### config.mk
export PLATFORM = sky130hd
export DESIGN_NAME = countup_prescaled
export DESIGN_NICKNAME = d
export VERILOG_FILES = /design/src/rtl/countup_pkg.sv /design/src/rtl/tick_gen.sv /design/src/rtl/countup_prescaled.sv
export SDC_FILE = /design/constraint.sdc
export NUM_CORES = 1
export LEC_CHECK = 0
export BUFFER_PORTS_ARGS = -buffer_cell sky130_fd_sc_hd__buf_2
export CAP_MARGIN = 20
export CORE_MARGIN = 8
export CORE_UTILIZATION = 50
export CTS_CLUSTER_SIZE = 16
export DETAILED_ROUTE_END_ITERATION = 16
export PLACE_DENSITY = 0.69
export SYNTH_ARGS = -nofsm -noshare
export SYNTH_HDL_FRONTEND = slang
export SYNTH_HIERARCHICAL = 1
export SYNTH_SLANG_ARGS = --single-unit
### constraint.sdc
create_clock -name clk -period 2.3 [get_ports clk]
set_input_delay 0.115 -clock clk [delete_from_list [all_inputs] [get_ports clk]]
set_output_delay 0.115 -clock clk [all_outputs]
set_load 0.01 [all_outputs]
### src/rtl/countup_pkg.sv
// Shared constants and helpers for the prescaled up/down counter.
package countup_pkg;

  localparam logic DIR_UP = 1'b1;
  localparam logic DIR_DN = 1'b0;

  // Width for a counter holding 0..n-1; never narrower than one bit so DIV=1 still elaborates.
  function automatic int clog2_min1(input int n);
    int w;
    w = $clog2(n);
    return (w < 1) ? 1 : w;
  endfunction

endpackage

### src/rtl/tick_gen.sv
// Free-running prescaler: produces a registered one-cycle tick once every DIV clk cycles.
module tick_gen #(
  parameter int DIV = 100000000
) (
  input  logic clk,
  input  logic reset,
  output logic tick
);
  import countup_pkg::*;

  localparam int               PRE_W    = clog2_min1(DIV);
  localparam logic [PRE_W-1:0] PRE_LAST = PRE_W'(DIV - 1);

  logic [PRE_W-1:0] pre_reg;
  logic             tick_reg;

  // Prescaler wraps at DIV-1; tick is registered so it lands the cycle after the wrap point.
  always_ff @(posedge clk) begin
    if (reset) begin
      pre_reg  <= '0;
      tick_reg <= 1'b0;
    end else begin
      tick_reg <= (pre_reg == PRE_LAST);
      pre_reg  <= (pre_reg == PRE_LAST) ? '0 : pre_reg + PRE_W'(1);
    end
  end

  assign tick = tick_reg;

endmodule

### src/rtl/countup_prescaled.sv
// Prescaled modulo up/down counter with load, terminal-count pulse and input synchronisers.
// Everything runs on clk; the prescaler only supplies a one-cycle enable.
module countup_prescaled #(
  parameter int WIDTH   = 6,
  parameter int MODULO  = 64,
  parameter int DIV     = 100000000,
  parameter int SYNC_EN = 1
) (
  input  logic             clk,
  input  logic             reset,
  input  logic             cnt_en,
  input  logic             up_dn,
  input  logic             load,
  input  logic [WIDTH-1:0] load_val,
  output logic [WIDTH-1:0] count,
  output logic             tick,
  output logic             tc
);
  import countup_pkg::*;

  localparam logic [WIDTH-1:0] MAX_VAL = WIDTH'(MODULO - 1);
  // One extra bit so MODULO == 2**WIDTH is representable for the clamp compare.
  localparam logic [WIDTH:0]   MOD_EXT = (WIDTH + 1)'(MODULO);

  logic             tick_w;
  logic [1:0]       pin_async;
  logic [1:0]       pin_s;
  logic             en_s;
  logic             dir_s;
  logic [WIDTH-1:0] load_clamped;
  logic [WIDTH-1:0] count_reg;
  logic [WIDTH-1:0] count_next;
  logic             tc_reg;
  logic             tc_next;

  tick_gen #(
    .DIV (DIV)
  ) u_tick_gen (
    .clk   (clk),
    .reset (reset),
    .tick  (tick_w)
  );

  // Bit 0 = enable switch, bit 1 = direction switch.
  assign pin_async = {up_dn, cnt_en};

  generate
    if (SYNC_EN != 0) begin : g_sync
      for (genvar gi = 0; gi < 2; gi++) begin : g_bit
        logic meta_reg;
        logic sync_reg;

        // Two-flop synchroniser for an asynchronous board switch.
        always_ff @(posedge clk) begin
          if (reset) begin
            meta_reg <= 1'b0;
            sync_reg <= 1'b0;
          end else begin
            meta_reg <= pin_async[gi];
            sync_reg <= meta_reg;
          end
        end

        assign pin_s[gi] = sync_reg;
      end
    end else begin : g_nosync
      assign pin_s = pin_async;
    end
  endgenerate

  assign en_s  = pin_s[0];
  assign dir_s = pin_s[1];

  assign load_clamped = ({1'b0, load_val} >= MOD_EXT) ? MAX_VAL : load_val;

  // Next-state: load beats a step; a step only happens on an enabled tick; tc marks the wrap.
  always_comb begin
    count_next = count_reg;
    tc_next    = 1'b0;
    if (load) begin
      count_next = load_clamped;
    end else if (tick_w && en_s) begin
      if (dir_s == DIR_UP) begin
        if (count_reg == MAX_VAL) begin
          count_next = '0;
          tc_next    = 1'b1;
        end else begin
          count_next = count_reg + WIDTH'(1);
        end
      end else if (dir_s == DIR_DN) begin
        if (count_reg == '0) begin
          count_next = MAX_VAL;
          tc_next    = 1'b1;
        end else begin
          count_next = count_reg - WIDTH'(1);
        end
      end
    end
  end

  // Count and terminal-count registers; reset overrides any load or tick in the same cycle.
  always_ff @(posedge clk) begin
    if (reset) begin
      count_reg <= '0;
      tc_reg    <= 1'b0;
    end else begin
      count_reg <= count_next;
      tc_reg    <= tc_next;
    end
  end

  assign count = count_reg;
  assign tick  = tick_w;
  assign tc    = tc_reg;

endmodule
==> reports/metrics.yaml <==
outcome:
  outcome: "finished clean"
clocking:
  cts_root_buf: "clkbuf_8"
  htreeDepth: 2
  clk_latency_ns: 0.29
  numClockSinks: 39
  path_clk_slew_ns: 0.08
  cts_tree: "built"
  ctsResizeCount: 0
  ctsHoldBuffers: 0
  cts_inserted_buffers: 5
  cts_buffer_depth: 2
  post-cts-setup-buffer-count: 0
placement:
  dpl.hpwl_mm: 2.94
  globalplace.congestion: 0.825
  numPortBuffers: 18
  dp.cells: 290
drt:
  drtIter0Drc: 71
  first_pass_iters: 4
  vias_per_cell: 5.81
  drc: 0
  ant_nets: 0
  routed_wirelength_mm: 4.10
  vias: 1732
  wl_per_cell_um: 13.8
finish:
  fin_cells: 298
  nets: 262
  largest_reg_flops: 27
  insertedDiodeCount: 0
  areaGrowthSynthToFinish_pct: 10.3
  drive_above_1_share_pct: 17.7
setup_path:
  worst_setup_path_end_kind: "register"
  cpPeakStageDelay_ns: 0.39
  cp_max_fo: 14
  start_kind: "register"
  crit_family: "simple AND/OR/NAND/NOR gates"
  crit_buf_inv: 1
  worst_ep_arrival_time_ns: 2.10
  crit_chain: "ha_1 > nand4_1 > nor4_2 > a21o_1 > buf_4 > a21oi_1"
  slowest_stage: "nor4_2"
  r2r_slack_ns: 0.37
  path_class: "register to register"
  required_ns: 2.47
hold_path:
  hold_path_class: "input port to register"
synthesis:
  avgSynthCellArea_um2: 8.97
  synth-edff-count: 0
  yosysUniqueCellTypes: 56
  synthAdderAreaFrac_pct: 2.42
  synth_warnings: 6
  synthMuxAreaShare_pct: 0.483
  synth_area_leaders: "dfxtp_1 38%, a21oi_1 4.6%, xor2_1 4.2%"
  synth.top_cells.by_count: "39 x dfxtp_1, 21 x nor2_1, 19 x a21oi_1"
  synth_seq_area_share_pct: 37.7
  synth-main-ff-cell: "dfxtp_1"
  syn_inst: 231
  synth_top_area_cell: "dfxtp_1"
  synthArstFlopShare_pct: 0
  synth_xor_area_share_pct: 6.76
  synth_top_cell_area_share_pct: 37.7
  synth_area_um2: 2070
  ys_seq_elements: 39
  yosys.area_share.simple_pct: 31.0
  synth-compound-area-share_pct: 15.1
  syn_nets: 246
  synth_top_family_by_area: "simple AND/OR/NAND/NOR gates"
  synth.most_common_cell: "dfxtp_1"
global_routing:
  grt_overflow_total: 0
  grt_pass1_vias: 1500
  grt_use_total_pct: 13.3
  grt_pass1_wl_mm: 7.00
  grt_max_degree: 19
  antenna_found_initial: 0
pwr:
  powerDensity_nw_per_um2: 656
  power_uw: 1500
  leakagePower_uw: 0.000810
  vdd.ir_drop.worst_uv: 461
floorplanning:
  die_w_um: 80.4
  num_io_pins: 19
  core-area_um2: 4000
  start_util_pct: 51.8
  die_area_um2: 6460
  fp-row-count: 23
  die_h_um: 80.4
timing:
  slew_headroom_pct: 72.8
  finalCritPeriodShare_pct: 84.0
  hold_slack_ns: 0.0344
  slew_violations: 0
  hold_violations: 0
  skew_ns: 0.00770
  worst_pin_slew_ns: 0.398
  layout_min_cycle_time_ns: 1.93
  max_freq_mhz: 518
  setup_viol: 0
  fin_tns_setup_ns: 0
  rsz0062_at_grt: "no"
flow_run:
  drv_cap: 0
[cell families (layout without fill, tap and decap cells)]
| group | Yosys count | after routing |
|---|---|---|
| AO/OA/AOI/OAI | 48 | 48 |
| buffers and inverters | 23 | 40 |
| adder cells (fa/ha/maj) | 4 | 4 |
| AND/OR/NAND/NOR | 100 | 100 |
| XOR/XNOR | 16 | 16 |
| flip-flops | 39 | 39 |
| multiplexers | 1 | 1 |
[path summary, 6_finish.rpt]
check | startpoint | to | cells past startpoint
worst max-delay path | u_tick_gen/pre_reg[0] | u_tick_gen/pre_reg[23] | 6
worst min-delay path | up_dn | g_sync.g_bit[1].meta_reg | 2
worst max register to register | u_tick_gen/pre_reg[0] | u_tick_gen/pre_reg[23] | 6
worst min register to register | g_sync.g_bit[0].meta_reg | en_s | 1
[where the power goes]
part	switching, µW	total (µW)	internal, µW
registers	20.4	710	690
logic	62.4	118	55.6
clock network	237	670	434
[metrics by stage]
stage          cell area, µm²  setup slack, ns  util [%]
5_1_grt                  2280            0.192      57.1
4_1_cts                  2280            0.369      57.1
3_3_place_gp             2150            0.442      53.8
6_report                 2280            0.369      57.1
3_5_place_dp             2150            0.385      53.8
2_1_floorplan            2070            0.572         -
[routing by layer]
metal	GRT usage (%)	routed length (µm)
met1	17.3	1940
met2	21.0	1950
met3	3.35	200
met4	3.82	13
met5	0	0
[placed cells by master (no fill, tap or decap), types with 2 or more instances in the layout]
cell type	count
dfxtp_1	39
nor2_1	21
a21oi_1	19
buf_2	18
inv_1	11
nand3_1	11
nand4_1	10
xor2_1	10
nand2_1	9
o31ai_1	9
nor4_1	6
xnor2_1	6
o21ai_0	6
or3_1	6
nor2b_1	5
clkbuf_8	5
or4_1	5
ha_1	4
nor3_1	3
buf_4	3
or4_4	2
bufinv_16	2
and3_4	2
and4_4	2
and4_1	2
[final cells by class]
| class | count | area, µm² |
|---|---|---|
| fillers | 380 | 1720 |
| clock inverters | 2 | 60.1 |
| well taps | 50 | 62.6 |
| clock buffers | 6 | 72.6 |
| inverters | 11 | 41.3 |
| flip-flops and latches | 39 | 781 |
| multi-input cells | 169 | 1150 |
| repair buffers | 21 | 113 |
Note: power is estimated with default switching activity, not from simulation.
